==> src/rtl/display_pkg.sv <==
// Shared display definitions: mode encodings, segment/anode constants and helpers.
// Also used by the switch-mode decoder, so the encodings must stay stable.
package display_pkg;

   typedef enum logic [1:0] {
      MODE_AB    = 2'b00,
      MODE_C     = 2'b01,
      MODE_D     = 2'b10,
      MODE_BLANK = 2'b11
   } display_mode_e;

   localparam logic [6:0] SEG_BLANK = 7'h7F;
   localparam logic [6:0] SEG_DASH  = 7'h3F;
   localparam logic [3:0] ANODE_OFF = 4'hF;

   // Slot 0 is the leftmost digit, which sits on an[3].
   function automatic logic [3:0] anode_for_slot(input logic [1:0] slot);
      return ~(4'b1000 >> slot);
   endfunction

   // Bit k set means slot k holds a leading zero; slot 3 is never suppressed.
   function automatic logic [3:0] leading_zero_mask(input logic [15:0] value);
      logic [3:0] mask;
      mask[0] = (value[15:12] == 4'h0);
      mask[1] = mask[0] && (value[11:8] == 4'h0);
      mask[2] = mask[1] && (value[7:4] == 4'h0);
      mask[3] = 1'b0;
      return mask;
   endfunction

endpackage

==> src/rtl/bcd_to_7seg.sv <==
// Combinational BCD nibble to active-low {g,f,e,d,c,b,a} decoder.
// Codes 10-15 are not valid BCD and show a dash.
module bcd_to_7seg
   import display_pkg::*;
(
   input  logic [3:0] nibble,
   output logic [6:0] seg
);

   always_comb begin
      seg = SEG_DASH;
      case (nibble)
         4'd0: seg = 7'h40;
         4'd1: seg = 7'h79;
         4'd2: seg = 7'h24;
         4'd3: seg = 7'h30;
         4'd4: seg = 7'h19;
         4'd5: seg = 7'h12;
         4'd6: seg = 7'h02;
         4'd7: seg = 7'h78;
         4'd8: seg = 7'h00;
         4'd9: seg = 7'h10;
         default: seg = SEG_DASH;
      endcase
   end

endmodule

==> src/rtl/display_scan_mux.sv <==
// Four-digit multiplexed 7-segment driver with a per-frame snapshot of mode and data.
// Optional macro LEADING_ZERO_BLANK_EN suppresses leading zeros in the C and D modes.
module display_scan_mux
   import display_pkg::*;
#(
   parameter int REFRESH_DIV  = 50000,
   parameter int BLANK_CYCLES = 500
)
(
   input  logic        clk,
   input  logic        rst,
   input  logic [1:0]  mode,
   input  logic [7:0]  digits_A,
   input  logic [7:0]  digits_B,
   input  logic [15:0] digits_C,
   input  logic [15:0] digits_D,
   output logic [3:0]  an,
   output logic [6:0]  seg,
   output logic        dp,
   output logic        frame_tick
);

   localparam int DIV_W = $clog2(REFRESH_DIV);

   logic [DIV_W-1:0] div_cnt;
   logic [1:0]       dig_idx;
   logic             div_term;
   logic             frame_end;
   display_mode_e    mode_q;
   logic [7:0]       a_q;
   logic [7:0]       b_q;
   logic [15:0]      c_q;
   logic [15:0]      d_q;
   logic [3:0]       nibble;
   logic [6:0]       seg_dec;
   logic             slot_dp;
   logic             slot_lit;
   logic             slot_suppressed;

   assign div_term  = (div_cnt == DIV_W'(REFRESH_DIV - 1));
   assign frame_end = div_term && (dig_idx == 2'd3);

   always_ff @(posedge clk or posedge rst) begin
      if (rst) begin
         div_cnt <= '0;
         dig_idx <= 2'd0;
      end else if (div_term) begin
         div_cnt <= '0;
         dig_idx <= dig_idx + 2'd1;
      end else begin
         div_cnt <= div_cnt + 1'b1;
      end
   end

   // The snapshot is only refreshed at the frame boundary so a frame never mixes old and new data.
   always_ff @(posedge clk or posedge rst) begin
      if (rst) begin
         mode_q     <= MODE_BLANK;
         a_q        <= 8'h00;
         b_q        <= 8'h00;
         c_q        <= 16'h0000;
         d_q        <= 16'h0000;
         frame_tick <= 1'b0;
      end else begin
         frame_tick <= frame_end;
         if (frame_end) begin
            mode_q <= display_mode_e'(mode);
            a_q    <= digits_A;
            b_q    <= digits_B;
            c_q    <= digits_C;
            d_q    <= digits_D;
         end
      end
   end

`ifdef LEADING_ZERO_BLANK_EN
   logic [3:0] zero_mask;

   always_ff @(posedge clk or posedge rst) begin
      if (rst) begin
         zero_mask <= 4'h0;
      end else if (frame_end) begin
         if (mode == MODE_C) begin
            zero_mask <= leading_zero_mask(digits_C);
         end else if (mode == MODE_D) begin
            zero_mask <= leading_zero_mask(digits_D);
         end else begin
            zero_mask <= 4'h0;
         end
      end
   end

   assign slot_suppressed = zero_mask[dig_idx];
`else
   assign slot_suppressed = 1'b0;
`endif

   // Every mode is a 16-bit word read MSB nibble first, so one shift serves them all.
   always_comb begin
      nibble   = 4'h0;
      slot_dp  = 1'b1;
      slot_lit = 1'b1;
      case (mode_q)
         MODE_AB: begin
            nibble  = 4'({a_q, b_q} >> {~dig_idx, 2'b00});
            slot_dp = (dig_idx != 2'd1);
         end
         MODE_C:  nibble = 4'(c_q >> {~dig_idx, 2'b00});
         MODE_D:  nibble = 4'(d_q >> {~dig_idx, 2'b00});
         default: slot_lit = 1'b0;
      endcase
      if (slot_suppressed) begin
         slot_lit = 1'b0;
      end
   end

   bcd_to_7seg u_decoder (
      .nibble (nibble),
      .seg    (seg_dec)
   );

   // The dark window at the start of each slot hides ghosting while anodes switch.
   always_ff @(posedge clk or posedge rst) begin
      if (rst) begin
         an  <= ANODE_OFF;
         seg <= SEG_BLANK;
         dp  <= 1'b1;
      end else if ((div_cnt < DIV_W'(BLANK_CYCLES)) || !slot_lit) begin
         an  <= ANODE_OFF;
         seg <= SEG_BLANK;
         dp  <= 1'b1;
      end else begin
         an  <= anode_for_slot(dig_idx);
         seg <= seg_dec;
         dp  <= slot_dp;
      end
   end

endmodule

==> config.mk <==
export PLATFORM = sky130hd
export DESIGN_NAME = display_scan_mux
export DESIGN_NICKNAME = d
export VERILOG_FILES = /design/src/rtl/display_pkg.sv /design/src/rtl/bcd_to_7seg.sv /design/src/rtl/display_scan_mux.sv
export SDC_FILE = /design/constraint.sdc
export NUM_CORES = 1
export LEC_CHECK = 0
export ABC_AREA = 1
export BUFFER_PORTS_ARGS = -buffer_cell sky130_fd_sc_hd__buf_2
export CAP_MARGIN = 25
export CORE_AREA = 5 5 100 102
export DETAILED_ROUTE_END_ITERATION = 6
export DIE_AREA = 0 0 105 107
export HOLD_SLACK_MARGIN = 0.1
export PLACE_DENSITY = 0.7
export REMOVE_ABC_BUFFERS = 1
export SLEW_MARGIN = 20
export SYNTH_ARGS = -nofsm -noshare
export SYNTH_HDL_FRONTEND = slang
export SYNTH_HIERARCHICAL = 1
export SYNTH_SLANG_ARGS = --single-unit
export TNS_END_PERCENT = 30
==> constraint.sdc <==
create_clock -name clk -period 7.3 [get_ports clk]
set_input_delay 1.46 -clock clk [delete_from_list [all_inputs] [get_ports clk]]
set_output_delay 1.46 -clock clk [all_outputs]
set_load 0.01 [all_outputs]
==> flow_summary.toml <==
[synthesis]
avgSynthCellArea_um2 = 7.787
seq_area_frac_synth_pct = 47.31
synth.area.top_cells = "dfrtp_1 39%, nand2_1 18%, dfstp_2 8.5%, nand4_1 7.5%, nor2_1 4.4%"
ys_ff_latch = 81
synth-async-reset-ratio_pct = 100.0
synth_most_common_cell = "nand2_1"
synth_top_cell_by_area = "dfrtp_1"
synth_common_cells = "206 x nand2_1, 67 x dfrtp_1, 52 x nand4_1"
synth.distinct_cells = 25
syn-instance-count = 555
synth-edff-count = 0
synthFlopType = "dfrtp_1"
netlist_area_um2 = 4322
synth_top_area_share_pct = 38.80
yosysWarnings = 6

[critical_path]
critPathSlowestCell = "dfstp_2"
path_cells = "inv_1 -> ha_1 -> inv_1 -> o21ai_0 -> o21ai_0 -> nor2_1 -> nor2_1 -> inv_1 -> ha_1 -> nand2_1 -> nand3_1 -> nand2_1 -> nand3b_1"
rrSetupSlack_ns = 4.49
crit_required_ns = 7.56
crit_end = "seg[3]$_DFF_PP1_"
critPathMostFrequentCell = "inv_1"
cpPeakStageDelay_ns = 0.57
crit_start = "mode_q[0]$_DFFE_PP1P_"
worst_r2r_endpoint = "seg[3]$_DFF_PP1_"
critPathKind = "flip-flop to flip-flop"
crit_path_start_kind = "flip-flop"
critPathMaxFanout = 14
crit_arrival_ns = 3.07
end_kind = "flip-flop"
rr_worst_depth = 13
r2r_start = "mode_q[0]$_DFFE_PP1P_"

[cts]
clk_pin_slew_ns = 0.08
cts_tree = "built"
cts_buffer_depth = 2
htree_levels = 3
cts_resized = 0
clock-root-buffer = "clkbuf_8"
cts_hold_buf = 0
clock_sinks = 81
clkLatencyLatePin_ns = 0.35
cts_buffers = 9
postCtsSetupRepairBufs = 0

[status]
status = "finished, final reports clean"

[global_routing]
antenna_found_initial = 0
grt_first_pass_wirelength_mm = 16.97
grtUsageTotal_pct = 18.39
grt_overflow = 0
grt_pass1_vias = 3706
grt_max_degree = 82

[placed_design]
gp_congestion = 0.8197
place_area_um2 = 4631
place_hpwl_mm = 6.851
io_buffers = 64

[timing]
worstMarginPinSlew_ns = 0.9938
period_minus_slack_ns = 2.810
finalCritPeriodShare_pct = 38.49
slew_headroom_pct = 33.74
drv_slew = 0
max_freq_ghz = 0.3559
hold_viol = 0
skew_ns = 0.008399
setup_viol = 0
fin_tns_setup_ns = 0
rsz0062_at_grt = "false"

[hold_path]
hp-class = "flip-flop to flip-flop"
hold_path.startpoint = "c_q[3]$_DFFE_PP0P_"

[power]
p_clk_share_pct = 43.8
totalPowerFinal_mw = 0.8381
p_switching_mw = 0.1672
power_frac_comb_pct = 2.7
power_density_nw_per_um2 = 171.8
irDropWorstVdd_mv = 0.08423
p_int_mw = 0.6708
swShare_pct = 19.96
leakagePower_nw = 2.375
seqPwrFrac_pct = 53.5

[drt]
routed-via-count = 3751
post_drt_via_cell_ratio = 5.217
post_drt_wl_per_cell_um = 13.61
drt-pass1-iter-count = 5
drc = 0
wl_mm = 9.786
ant_nets = 0
drt_first_iter_violations = 167

[die]
die_w_um = 105
pin_count = 65
core_um2 = 9021
rows = 35
die_y_um = 107
dieArea_um2 = 11240
start_util_pct = 47.91

[layout]
drive_above_1_share_pct = 17.76
final_cell_area_um2 = 4877
seq_area_um2 = 2044
antenna_cells = 0
multiInputGateArea_um2 = 1951
nFillCells = 859
areaGrowthSynthToFinish_pct = 12.85
finish.utilization_pct = 54.06
fin_nets = 669

[run]
max-cap-violations = 0
[power groups by stage]
stage	registers [mW]	logic, mW	clock network, mW
floorplan	0.457	0.00646	0
global placement	0.457	0.0220	0
detailed placement	0.457	0.0229	0
CTS	0.449	0.0230	0.375
global route	0.449	0.0262	0.394
finish	0.449	0.0223	0.367
[layout by cell type, fill, tap and decap left out, drive strengths merged, types with 2 or more instances in the layout]
| master | count |
|---|---|
| clkbuf | 14 |
| ha | 14 |
| nand4 | 52 |
| nand3b | 8 |
| nand2 | 210 |
| o21ai | 9 |
| nor2 | 53 |
| nor3 | 2 |
| dfstp | 14 |
| xor2 | 9 |
| a21oi | 5 |
| nand3 | 36 |
| dfrtp | 67 |
| bufinv | 2 |
| buf | 67 |
| inv | 42 |
[sequential cells by signal, indices dropped and copies added (netlist names)]
register    cells
d_q            16
a_q             8
c_q            16
dig_idx         2
seg             7
mode_q          2
an              4
frame_tick      1
b_q             8
div_cnt        16
dp              1
[logic make-up (layout without fill, tap and decap cells)]
| family | after synthesis | in the layout | synth area share [%] |
|---|---|---|---|
| adders and majority gates | 14 | 14 | 4.053 |
| buffers and inverters | 73 | 126 | 7.614 |
| AOI/OAI and AO/OA | 16 | 16 | 1.969 |
| and+or+nand+nor | 361 | 361 | 37.03 |
| DFF | 81 | 81 | 47.31 |
| xor gates and xnor gates | 10 | 10 | 2.027 |
[worst min-delay path by stage]
stage,to,slack [ns],cells past startpoint
after CTS,d_q[3]$_DFFE_PP0P_,0.48,2
after global placement,a_q[5]$_DFFE_PP0P_,0.46,2
after floorplan,a_q[7]$_DFFE_PP0P_,0.44,2
after global routing,c_q[3]$_DFFE_PP0P_,0.50,2
final,c_q[3]$_DFFE_PP0P_,0.48,2
after detailed placement,d_q[3]$_DFFE_PP0P_,0.46,2
[worst max-delay path, delay by kind of cell (launching register included)]
family | cells | cell delay, ns
AND/OR/NAND/NOR | 6 | 0.65
AO/OA/AOI/OAI | 2 | 0.29
buffers and inverters | 3 | 0.43
adder cells (fa/ha/maj) | 2 | 0.77
flip-flops | 1 | 0.57
[per-stage QoR]
step | setup WS, ns | hold slack (ns) | instances
final | 4.490 | 0.4785 | 719
after global placement | 4.598 | 0.4574 | 702
after CTS | 4.483 | 0.4778 | 718
after floorplan | 3.783 | 0.4366 | 525
after global routing | 4.241 | 0.5000 | 719
after detailed placement | 4.511 | 0.4589 | 702
[layout make-up]
class | instances | area share, %
clock buffers | 14 | 3.335
clock inverters | 2 | 1.231
multi-input cells | 401 | 39.99
flip-flops and latches | 81 | 41.92
well taps | 111 | 2.848
inverters | 43 | 3.309
repair buffers | 67 | 7.363
[metal layers]
layer	vias to the layer above	wire (µm)	global-route usage, %
li1	1877	-	-
met3	15	463	3.853
met5	-	0	0
met4	0	165	6.210
met2	88	4610	29.63
met1	1771	4546	24.72
(Power assumes the default switching activity.)
